==> config.mk <==
export PLATFORM = sky130hd
export DESIGN_NAME = wb_rr_arbiter
export DESIGN_NICKNAME = d
export VERILOG_FILES = /design/src/rtl/wb_arb_pkg.sv /design/src/rtl/wb_rr_pick.sv /design/src/rtl/wb_rr_arbiter.sv
export SDC_FILE = /design/constraint.sdc
export NUM_CORES = 1
export LEC_CHECK = 0
export CORE_UTILIZATION = 45
export DETAILED_ROUTE_END_ITERATION = 12
export GPL_TIMING_DRIVEN = 1
export PLACE_DENSITY = 0.71
export RECOVER_POWER = 50
export SYNTH_ARGS = -nofsm -noshare
export SYNTH_HDL_FRONTEND = slang
export SYNTH_SLANG_ARGS = --single-unit
==> constraint.sdc <==
create_clock -name clk_i -period 4 [get_ports clk_i]
set_input_delay 0.4 -clock clk_i [delete_from_list [all_inputs] [get_ports clk_i]]
set_output_delay 0.4 -clock clk_i [all_outputs]
set_load 0.03 [all_outputs]
==> src/rtl/wb_arb_pkg.sv <==
// Shared types for the round-robin Wishbone arbiter.
package wb_arb_pkg;

  typedef enum logic [1:0] {
    StIdle,
    StGranted,
    StTimeout
  } wb_arb_state_t;

endpackage

==> src/rtl/wb_rr_pick.sv <==
// Combinational round-robin pick: rotate so the search starts at last+1,
// take the lowest set bit, then un-rotate back to a master index.
module wb_rr_pick #(
  parameter int unsigned MASTER_COUNT = 2,
  parameter int unsigned GNT_WIDTH    = $clog2(MASTER_COUNT)
) (
  input  logic [MASTER_COUNT-1:0] eligible_i,
  input  logic [GNT_WIDTH-1:0]    last_i,
  output logic                    valid_o,
  output logic [GNT_WIDTH-1:0]    idx_o
);

  logic [2*MASTER_COUNT-1:0] dbl;
  logic [MASTER_COUNT-1:0]   rot;
  logic                      found;
  int unsigned               start;
  int unsigned               off;
  int unsigned               sum;

  always_comb begin
    if (32'(last_i) >= MASTER_COUNT - 1) begin
      start = 0;
    end else begin
      start = 32'(last_i) + 1;
    end

    dbl = {eligible_i, eligible_i};
    rot = MASTER_COUNT'(dbl >> start);

    found = 1'b0;
    off   = 0;
    for (int unsigned i = 0; i < MASTER_COUNT; i++) begin
      if (rot[i] && !found) begin
        found = 1'b1;
        off   = i;
      end
    end

    sum = start + off;
    if (sum >= MASTER_COUNT) begin
      sum = sum - MASTER_COUNT;
    end

    valid_o = |eligible_i;
    idx_o   = GNT_WIDTH'(sum);
  end

endmodule

==> src/rtl/wb_rr_arbiter.sv <==
// Round-robin owner of the shared Wishbone path; holds the grant for the whole
// cycle and ends stalled cycles with a one-cycle timeout pulse plus a lockout.
module wb_rr_arbiter
  import wb_arb_pkg::*;
#(
  parameter int unsigned MASTER_COUNT   = 2,
  parameter int unsigned GNT_WIDTH      = $clog2(MASTER_COUNT),
  parameter int unsigned TIMEOUT_CYCLES = 255
) (
  input  logic                    clk_i,
  input  logic                    rst_i,
  input  logic [MASTER_COUNT-1:0] cyc_i,
  input  logic [MASTER_COUNT-1:0] stb_i,
  input  logic                    ack_i,
  input  logic                    err_i,
  input  logic                    rty_i,
  output logic [GNT_WIDTH-1:0]    gnt_o,
  output logic                    cyc_o,
  output logic                    timeout_o
);

  localparam int unsigned WdcWidth = (TIMEOUT_CYCLES == 0) ? 1 : $clog2(TIMEOUT_CYCLES + 1);
  localparam logic [WdcWidth-1:0] WdcLast =
      WdcWidth'((TIMEOUT_CYCLES == 0) ? 0 : TIMEOUT_CYCLES - 1);

  wb_arb_state_t           state_q, state_d;
  logic [GNT_WIDTH-1:0]    gnt_q, gnt_d;
  logic [GNT_WIDTH-1:0]    last_q, last_d;
  logic [MASTER_COUNT-1:0] lock_q, lock_d;
  logic [WdcWidth-1:0]     wdc_q, wdc_d;

  logic [MASTER_COUNT-1:0] eligible;
  logic                    pick_valid;
  logic [GNT_WIDTH-1:0]    pick_idx;
  logic                    term;

  assign term = ack_i | err_i | rty_i;

  // The timed-out master is excluded already in the TIMEOUT cycle's re-pick.
  always_comb begin
    lock_d = lock_q & cyc_i;
    if (state_q == StTimeout) begin
      lock_d[gnt_q] = 1'b1;
    end
  end

  assign eligible = cyc_i & ~lock_d;

  wb_rr_pick #(
    .MASTER_COUNT(MASTER_COUNT),
    .GNT_WIDTH   (GNT_WIDTH)
  ) u_pick (
    .eligible_i(eligible),
    .last_i    (last_q),
    .valid_o   (pick_valid),
    .idx_o     (pick_idx)
  );

  always_comb begin
    state_d = state_q;
    gnt_d   = gnt_q;
    last_d  = last_q;
    wdc_d   = wdc_q;

    case (state_q)
      StIdle, StTimeout: begin
        if (pick_valid) begin
          state_d = StGranted;
          gnt_d   = pick_idx;
          last_d  = pick_idx;
          wdc_d   = '0;
        end else begin
          state_d = StIdle;
        end
      end
      StGranted: begin
        if (!cyc_i[gnt_q]) begin
          if (pick_valid) begin
            gnt_d  = pick_idx;
            last_d = pick_idx;
            wdc_d  = '0;
          end else begin
            state_d = StIdle;
          end
        end else if (TIMEOUT_CYCLES != 0) begin
          if (term || !stb_i[gnt_q]) begin
            wdc_d = '0;
          end else if (wdc_q == WdcLast) begin
            state_d = StTimeout;
            wdc_d   = '0;
          end else begin
            wdc_d = wdc_q + 1'b1;
          end
        end
      end
      default: state_d = StIdle;
    endcase
  end

  always_ff @(posedge clk_i) begin
    if (rst_i) begin
      state_q <= StIdle;
      gnt_q   <= '0;
      last_q  <= GNT_WIDTH'(MASTER_COUNT - 1);
      lock_q  <= '0;
      wdc_q   <= '0;
    end else begin
      state_q <= state_d;
      gnt_q   <= gnt_d;
      last_q  <= last_d;
      lock_q  <= lock_d;
      wdc_q   <= wdc_d;
    end
  end

  assign gnt_o     = gnt_q;
  assign cyc_o     = (state_q == StGranted) & cyc_i[gnt_q];
  assign timeout_o = (state_q == StTimeout);

endmodule

# Yosys cells after proc, flatten, opt, wreduce, memory -nomap -nowiden
# Index checks and enable logic that the tools add are counted.
op_classes:
  n_div: 0
  muxes: 28
  n_mul: 0
  n_lt_le_gt_ge: 4
  bitwise: 7
  n_reduce_logical: 11
  shift: 1
  eq_ne: 7
  addsub: 4
ops:
  columns: ["operator", "n"]
  rows:
  - ["adder 32 x 1 -> 32 bit", 1]
  - ["greater-or-equal comparator 32 x 2 -> 1 bit, second input constant", 1]
  - ["2-to-1 mux 32 bit", 1]
  - ["2-to-1 mux 8 bit", 4]
  - ["right shift 4 x 32 -> 2 bit", 1]
  - ["case mux 8 bit (2 select lines)", 1]
  - ["2-to-1 mux 1 bit", 13]
  - ["2-to-1 mux 2 bit", 5]
  - ["inequality test 3 bit, second input constant", 3]
  - ["adder 8 x 1 -> 8 bit, second input constant", 1]
  - ["equality test 8 bit, second input constant", 1]
  - ["bitwise AND 2 bit", 2]
  - ["case mux 1 bit (2 select lines)", 2]
  - ["case mux 2 bit (2 select lines)", 1]
  - ["OR reduction 2 bit", 2]
  - ["AND reduction 3 bit", 1]
  - ["adder 1 x 1 -> 2 bit, second input constant", 1]
  - ["equality test 2 x 1 -> 1 bit, second input constant", 1]
  - ["equality test 2 bit, second input constant", 1]
  - ["greater-or-equal comparator 1 bit, second input constant", 2]
  - ["logical AND 1 bit", 2]
  - ["logical NOT 1 bit", 2]
  - ["logical NOT 2 bit", 1]
  - ["less-than comparator 1 x 2 -> 1 bit, second input constant", 1]
  - ["other kinds (10)", 11]
totals:
  word_cells: 67
  ram_bits: 0
  mem_bits_ro: 0
  mem_count: 0
  inputBits: 9
  register_bits: 14
  latch_bits: 0

# Logic depth before layout (Yosys ltp)
# Gate-level depths: netlist (run 1).
logic_depth:
  word_depth: 19
  depth_mapped: 5
  mapped_depth_nobuf: 5

# Modules after synthesis
# Synthesis (run 1) repeated with hierarchy kept, for this count alone.
hier_totals:
  hier_cells: 92
  hier_area_um2: 787.0
by_module_without_submodules:
  columns: ["module", "seq_area_each_um2", "area_each_um2", "n_inst", "cells_each"]
  rows:
  - ["wb_rr_arbiter", 280.3, 762.0, 1, 88]
  - ["wb_rr_pick", 0.0, 25.0, 1, 4]

# Least setup slack after synthesis (run 1)
# Ideal clock, no wire load.
synth_timing:
  path_kind: "input -> register"
  from: "input err_i"
  to: "register wdc_q[4]"
  slack_ps: 2005
  setup_time_ps: 83
  stages: 4
  t_required_ps: 3917
  n_path_buf: 0
  arrival_ps: 1913
  path_cell_list: "or4_4 or4_4 or4_1 o221ai_1"
synth_via:
  elab_chain_cells: 6
synth_rtl:
  columns: ["item", "line", "text"]
  rows:
  - ["start, declared", "wb_rr_arbiter.sv:15", "input logic err_i,"]
  - ["OR 1 bit (2 in series)", "wb_rr_arbiter.sv:37", "assign term = ack_i | err_i | rty_i;"]
  - ["logical OR 1 bit", "wb_rr_arbiter.sv:86", "if (term || !stb_i[gnt_q]) begin"]
  - ["2-to-1 mux 8 bit", "wb_rr_arbiter.sv:86", null]
  - ["2-to-1 mux 8 bit", "wb_rr_arbiter.sv:77", "if (!cyc_i[gnt_q]) begin"]
  - ["case mux 8 bit (2 select lines)", "wb_rr_arbiter.sv:65", "case (state_q)"]
  - ["end signal, assigned", "wb_rr_arbiter.sv:112", "wdc_q <= wdc_d;"]
  - ["end, declared", "wb_rr_arbiter.sv:30", "logic [WdcWidth-1:0] wdc_q, wdc_d;"]
# Every way passes these cells.
# A chain may end at the register's enable or synchronous reset.

# Worst setup path in the final report (run 1)
layout_timing:
  from: "input cyc_i[1]"
  to: "output cyc_o"
layout_via:
  elab_chain_cells: 3
layout_rtl:
  columns: ["item", "line", "text"]
  rows:
  - ["start, declared", "wb_rr_arbiter.sv:12", "input logic [MASTER_COUNT-1:0] cyc_i,"]
  - ["2-to-1 mux 1 bit (not written as such) (2 in series)", "wb_rr_arbiter.sv:117", "assign cyc_o = (state_q == StGranted) & cyc_i[gnt_q];"]
  - ["bitwise AND 1 bit", "wb_rr_arbiter.sv:117", null]
  - ["end, declared", "wb_rr_arbiter.sv:18", "output logic cyc_o,"]
# Every way passes these cells. The select of a mux whose other input is x is not followed.

==> results of run 1 <==
==> sequential cells by signal, indices dropped and copies added (netlist names) <==
name,cells
gnt_o,1
last_q,1
wdc_q,8
state_q,2
lock_q,2
==> per-layer routing <==
layer	vias up	wire length (µm)
met3	5	57
li1	387	-
met4	0	31
met2	17	695
met1	344	899
met5	-	0
==> cells in the mapped netlist (all sizes together), types with 2 or more instances <==
cell and count:
ha 2, o221ai 2, o211ai 5, mux2i 2, nand4 2, nand3 7, inv 8, o21ai 4
o21a 2, nor2 5, nand2b 2, nand2 8, a21oi 6, dfxtp 14, nor2b 3, nor3 5
or4 5
==> cell families after synthesis <==
logic type,after synthesis,synth area share
buffers and inverters,9,0.0445
DFF,14,0.356
and+or+nand+nor,43,0.321
muxes,3,0.0397
adders and majority gates,2,0.0318
AOI/OAI and AO/OA,24,0.207
==> stage by stage <==
| step | util | hold slack (ps) | total power, mW | worst slack (ps) |
|---|---|---|---|---|
| finish | 0.602 | 480 | 0.284 | 1480 |
| global route | 0.602 | 496 | 0.293 | 1440 |
| CTS | 0.602 | 477 | 0.285 | 1620 |
| detailed placement | 0.579 | 464 | 0.182 | 1470 |
| global placement | 0.579 | 465 | 0.182 | 1500 |
| floorplan | - | 438 | 0.167 | 2000 |
==> report_power, final <==
part / switching [mW] / internal [mW]
clock: 0.0508 / 0.0554
sequential: 0.00369 / 0.142
combinational: 0.0164 / 0.0161
total: 0.0709 / 0.213
==> worst max-delay path, stage by stage <==
cell,delay [ps]
sky130_fd_sc_hd__dlygate4sd3_1,590
sky130_fd_sc_hd__mux2_1,360
sky130_fd_sc_hd__nand2_1,130
sky130_fd_sc_hd__inv_1,50
sky130_fd_sc_hd__clkdlybuf4s50_1,590
==> final cells by class <==
type / count / share of cell area
inverter: 8 / 0.0317
tap: 16 / 0.0211
timing repair buffer: 11 / 0.116
sequential: 14 / 0.296
clock buffer: 4 / 0.0383
multi-input combinational: 72 / 0.497
==> path summary, 6_finish.rpt <==
path                                            from                     to  slack (ps)
worst min register to register  lock_q[0]$_SDFF_PP0_   lock_q[0]$_SDFF_PP0_         480
worst max register to register    gnt_o$_SDFFE_PP0P_  wdc_q[4]$_SDFFE_PP0N_        2100
worst max-delay path                        cyc_i[1]                  cyc_o        1480
worst min-delay path            lock_q[0]$_SDFF_PP0_   lock_q[0]$_SDFF_PP0_         480
==> summary by stage, run 1 <==
Route
The detailed router placed between 700 and 800 vias in this run. Using the TritonRoute via totals, the vias-per-cell ratio works out to approximately 6.0. The initial detailed-routing violation count is 40.

The post-detailed-routing wire length is 1680 µm. In the routed design, unresolved DRC markers number 0. After detailed routing, the average wire length per cell comes to 13.5 µm.

The detail route stage leaves a number of antenna-violating nets equal to 0. The first-pass iteration count of the detailed router is 4.

Min path
The path category of the worst min-delay check is flip-flop to flip-flop. Counting instances, the worst hold path has a depth of 2.

Floorplanning
The initialized floorplan defines 14 standard-cell rows. The die area is around 1900 µm². The area of the placeable core is roughly 1600 µm². During I/O placement, the number of pins put on the boundary was 12.

The initial utilization of the core area, before any placement, comes to 0.499. From bottom edge to top edge, the die measures ~44 µm. The die width is 43.8 µm.

Setup path
The cell depth of the worst flop-to-flop path is 4. The endpoint type of the worst setup path is an output port. The highest fanout seen on the critical path is 4. For the worst setup path, the data arrival time is 2120 ps. For the worst setup path, the data required time is 3600 ps. The worst setup path is launched from a primary input. The class of the most critical setup path is primary input to output port.

Global routing
For met1 alone, demand over resource in global routing was 0.278. In this run the most used layer during global routing was met2. The met2 track demand over resource in global routing is 0.293.

The initial antenna violation count is 0. The via count of the first global-routing pass is 662. Entering global routing, the biggest net connects 10 pins. The total overflow left after global routing is 0. The met3 routing resource usage after global routing is 0.0250.

The global router's overall resource usage is 0.194. The first-pass GRT wire length is 2850 µm.

Timing
The clock skew is 2.95 ps. For the finished layout, the period the worst path requires is 2520 ps. For the pin with the worst max-slew slack, the measured transition is 808 ps. Setup repair after global routing left no endpoint under its margin. Adding up every negative setup slack in the final design gives 0 ps. Setup violations remaining at the end of the flow were counted as 0. The number of hold-slack violations in the final timing report is 0. The count of final max-slew check failures is 0. The worst pin sits at a relative slew slack of 0.457. The portion of the clock cycle consumed by the worst path in the final layout is 0.630. Derived from the worst setup path, the maximum achievable clock frequency is between 300 and 400 MHz.

Logic synthesis
After synthesis, the cell types taking the most area are sky130_fd_sc_hd__dfxtp_1, sky130_fd_sc_hd__o211ai_1, sky130_fd_sc_hd__nand3_1, sky130_fd_sc_hd__a21oi_1, sky130_fd_sc_hd__inv_1. Synthesis handed over a netlist of between 90 and 100 instances. For this run, the leading register cell type out of synthesis is sky130_fd_sc_hd__dfxtp_1.

The synthesized design contains 14 register bits. The mean area per synthesized cell is 8.28 µm². The number of nets in the synthesized netlist is 106. Counting distinct cell types in the post-synthesis netlist gives 33.

The number of synthesized flops with an enable pin is 0. The proportion of synthesized flip-flops having asynchronous set or reset is 0. The post-synth design cell area is approximately 790 µm². The synthesized design spends more area on one cell type than any other, namely sky130_fd_sc_hd__dfxtp_1. For this run, the register share of the synthesized area comes to 0.356.

The Yosys warning count is 0. The area fraction of the dominant cell type after synthesis is 0.356.

Clock network
Counting along the longest clock path gives a buffer depth of 2. The post-CTS clock slew at the launch and capture registers of the worst setup and hold paths is around 90 ps. Clock tree synthesis selected as its root buffer the cell sky130_fd_sc_hd__clkbuf_4. The number of clock sinks is 14.

The CTS tree is done. The insertion delay of the later-clocked pin in the worst-skew pair is between 200 and 300 ps. The number of buffers inserted during clock tree synthesis is 3. CTS built an H-tree with a depth of 1. The count of hold buffers inserted by post-cts repair is 0. After clock tree synthesis, the repair step resized 0 gates.

The count of buffers added by post-CTS timing repair for setup is 0.

Power and ir drop
The leakage power figure is 0.317 nW. The peak ir drop on the vdd network is ~0.00018 V. For this design the ratio of total power to cell area is about 300 nW/µm².

Layout
The share of post-route cells with drive strength above 1 is 0.0826. In the final layout, the multi-input gates occupy roughly 470 µm². Leaving out fill and tap cells, the most frequent cell in the layout is sky130_fd_sc_hd__dfxtp_1.

The combined flip-flop and latch cell area is 280 µm². Excluding fillers, the count of instances in the completed layout stands at 125. The net count of the finished layout is 121. The number of antenna repair diodes is 0. The summed area of non-filler cells in the final layout is 948 µm².

The library cells used most frequently in the layout, excluding fill and tap cells, are sky130_fd_sc_hd__dfxtp_1, sky130_fd_sc_hd__nand2_1, sky130_fd_sc_hd__inv_1. The area growth from synthesis to final layout is 20.5%. The total of fill cells in the finished design is 150.

Place
The congestion estimate from routability-driven global placement came to 0.818. Port buffering added 11 buffers. The number of placed instances with taps included is 121. Summing all placed instances gives a cell area of approximately 900 µm². The HPWL after detailed placement is around 1200 µm.

Run
Max-cap violations in this run came to 0.

Outcome
The flow ran to the end, and the final reports show no timing, DRC or antenna violations.
(Power assumes the default switching activity.)
==> run 2: changes to the inputs <==
Clock period 4 ns to 2.61 ns, I/O delays scaled along.
==> run 2 against run 1 <==
Critical path depth is 1 lower. Wire length is 4.1% lower. Critical endpoint unchanged. Final cell count is 1.6% higher. Design area is 1.2% higher. Total power is 51% higher. Highest routed layer unchanged. Combinational power is 60% higher. Global-route usage is 0.11 points lower. Largest cell class unchanged. Worst setup slack worse by 1000 ps.
==> summary by stage, run 2 (synthesis gave the netlist of run 1 again) <==
Setup path
The startpoint type of the worst setup path is a flip-flop (was primary input). The worst flop-to-flop path startpoint is gnt_o$_SDFFE_PP0P_ (unchanged). The endpoint type of the worst setup path is an output port (unchanged). The highest fanout seen on the critical path is 7 (was 4). The required time of the critical path is 2350 ps (was 3600 ps). The start point of the critical path is gnt_o$_SDFFE_PP0P_ (was cyc_i[1]). The class of the most critical setup path is flip-flop to output port (was primary input to output port). The data arrival time of the critical path is 1910 ps (was 2120 ps).

Route
The post-detailed-routing wire length is 1620 µm (was 1680 µm). The initial detailed-routing violation count is 23 (was 40). The first-pass iteration count of the detailed router came to 4 (unchanged).

The post-detailed-route DRC marker count is 0 (unchanged). The ratio of routed vias to standard cells was 5.91 (was 6.02). The via total after detailed routing is 750 (was 753). The routed wire length per instance came to 12.7 µm (was 13.5 µm). The antenna violation net count after detailed routing came to 0 (unchanged).

Timing
The total of endpoints with negative setup slack in the final report was 0 (unchanged). The worst path in the final design needs a cycle of 2170 ps, including I/O delays and setup. Timing would allow up to 461 MHz. The clock skew came to 9.68 ps (was 2.95 ps). The slew at the pin closest to its max-slew limit is 823 ps (was 808 ps). The post-route setup TNS is 0 ps (unchanged). The worst max-slew margin expressed relative to the limit is 0.445 (was 0.457). Unrepaired setup endpoints after global routing: no (unchanged). In the finished design, the share of the clock period the worst path needs comes to 0.830. The number of hold-slack violations in the final timing report was 0 (unchanged).

The count of final max-slew check failures is 0 (unchanged). The smallest hold slack came to 471 ps (was 480 ps).

Min path
The startpoint of the most critical hold path is lock_q[0]$_SDFF_PP0_ (unchanged). The path category of the worst min-delay check is flip-flop to flip-flop (unchanged).

Clock network
The number of clock sinks is 14 (unchanged). The count of hold buffers inserted by post-cts repair came to 0 (unchanged). The number of buffers between clock root and the deepest sink is 2 (unchanged). The cell chosen for the clock root is sky130_fd_sc_hd__clkbuf_4 (unchanged).

The count of buffers added by post-CTS timing repair for setup is 0 (unchanged). The CTS tree is done (unchanged). The number of buffers inserted during clock tree synthesis was 3 (unchanged). The post-CTS clock slew at the launch and capture registers of the worst setup and hold paths came to 90 ps (about the same).

The number of H-tree levels is 1 (unchanged). The insertion delay of the later-clocked pin in the worst-skew pair is 280 ps (was 290 ps). The total of cells resized after clock tree synthesis is 0 (unchanged).

Place
The routability congestion estimate came to 0.783 (was 0.818). The detailed placer's ending HPWL is 1200 µm (was 1230 µm). The number of buffer cells added on primary ports was 11 (unchanged).

Global routing
The global router's overall resource usage was 0.193 (was 0.194). The maximum number of pins on one net before global-route repair is 9 (was 10). The most heavily used metal layer in global routing is met2 (unchanged). The first-pass GRT wire length is 2730 µm (was 2850 µm). The aggregate global routing overflow came to 0 (unchanged). The initial antenna violation count is 0 (unchanged). The met1 track demand over resource in global routing is 0.256 (was 0.278). The via count of the first global-routing pass was 655 (was 662).

The met2 track demand over resource in global routing came to 0.284 (was 0.293). The met3 routing resource usage after global routing is 0.0667 (was 0.0250).

Floorplanning
The area of the placeable core is 1580 µm² (unchanged). The number of placed I/O pins is 12 (unchanged). The die area was 1920 µm² (unchanged). The chip height is 43.8 µm (unchanged). The cell row count came to 14 (unchanged).

The die width is 43.8 µm (unchanged). The initial standard-cell utilization of the core came to 0.499 (unchanged).

Power and ir drop
The part of the total power dissipated in the clock network is 0.362 (was 0.374). The peak ir drop on the vdd network came to 0.000405 V (was 0.000179 V). The leakage power figure is 0.321 nW (was 0.317 nW). The share of total power in combinational logic is 0.121 (was 0.114).

The proportion of total power due to net switching is 0.235 (was 0.249). The reported net switching power is 0.101 mW (was 0.0709 mW). The power density relative to cell area is 448 nW/µm² (was 300 nW/µm²). The internal power of the cells is 0.329 mW (was 0.213 mW). The relative contribution of sequential cells to total power was 0.518 (was 0.512).

Layout
The flip-flop count of the largest register after layout was 8 (unchanged). The top register by number of flip-flops is wdc_q (unchanged). The share of post-route cells with drive strength above 1 is 0.0991 (was 0.0826). The utilization of the core after routing is 0.609 (was 0.602). Largest registers in the final layout: wdc_q (8), lock_q (2), state_q (2) (unchanged). The number of antenna repair diodes is 0 (unchanged). The area growth from synthesis to final layout is 21.9% (was 20.5%). Commonest cells after routing, fill and taps aside: sky130_fd_sc_hd__dfxtp_1, sky130_fd_sc_hd__clkdlybuf4s50_1, sky130_fd_sc_hd__nand2_1, sky130_fd_sc_hd__inv_1, sky130_fd_sc_hd__nand3_1 (was sky130_fd_sc_hd__dfxtp_1, sky130_fd_sc_hd__nand2_1, sky130_fd_sc_hd__inv_1). The number of nets in the finished design was 123 (was 121). The most common library cell in the layout ignoring fill and taps was sky130_fd_sc_hd__dfxtp_1 (unchanged). The total of fill cells in the finished design came to 158 (was 150).

Outcome
Status: finished clean (unchanged).

Run
The max-capacitance violation count is 0 (unchanged).
run 2: cell types whose count changed in the layout (fill, tap and decap cells not counted):
cell / change
sky130_fd_sc_hd__mux2_2: +1
sky130_fd_sc_hd__mux2_1: -1
sky130_fd_sc_hd__clkdlybuf4s50_1: +4
sky130_fd_sc_hd__buf_4: +2
sky130_fd_sc_hd__o21ai_1: -1
sky130_fd_sc_hd__o21ai_0: +1
sky130_fd_sc_hd__dlygate4sd3_1: -4
sky130_fd_sc_hd__or4_1: +1
sky130_fd_sc_hd__or4_4: -1
run 2: power groups by stage:
stage	Sequential, mW	Clock (mW)	Combinational, mW
2_1_floorplan	0.227	0	0.0278
3_3_place_gp	0.228	0	0.0520
3_5_place_dp	0.228	0	0.0523
4_1_cts	0.223	0.159	0.0526
5_1_grt	0.224	0.169	0.0564
6_report	0.223	0.156	0.0519
run 2: final cells by class:
cell class	instances	area, µm²	share of cell area
inverters	8	30.0	0.0313
clock buffers	4	36.3	0.0378
flip-flops and latches	14	280	0.292
well taps	16	20.0	0.0209
multi-input cells	72	468	0.488
repair buffers	13	125	0.130
run 2: worst paths after layout:
check | endpoint | slack (ps) | depth (start not counted)
worst max-delay path | cyc_o | 440 | 4
worst min register to register | lock_q[0]$_SDFF_PP0_ | 470 | 2
worst min-delay path | lock_q[0]$_SDFF_PP0_ | 470 | 2
worst max register to register | wdc_q[4]$_SDFFE_PP0N_ | 710 | 4
run 2: layer usage:
layer,vias to the layer above,share of wire,wire [µm]
met1,339,0.53,861
met2,20,0.41,663
li1,389,-,-
met3,2,0.043,70
met4,0,0.012,19
met5,-,0,0
run 2: critical path, cell delays in order, from the launching register on:
cell and delay (ps):
sky130_fd_sc_hd__dfxtp_1 480, sky130_fd_sc_hd__mux2_2 390, sky130_fd_sc_hd__nand2_1 120, sky130_fd_sc_hd__inv_1 50, sky130_fd_sc_hd__clkdlybuf4s50_1 580
run 2: through the flow:
stage | total power, mW | cells | setup slack [ps] | area [µm²]
2_1_floorplan | 0.255 | 95 | 623 | 787
3_3_place_gp | 0.280 | 123 | 310 | 927
3_5_place_dp | 0.280 | 123 | 300 | 927
4_1_cts | 0.435 | 127 | 424 | 963
5_1_grt | 0.449 | 127 | 344 | 960
6_report | 0.430 | 127 | 442 | 960
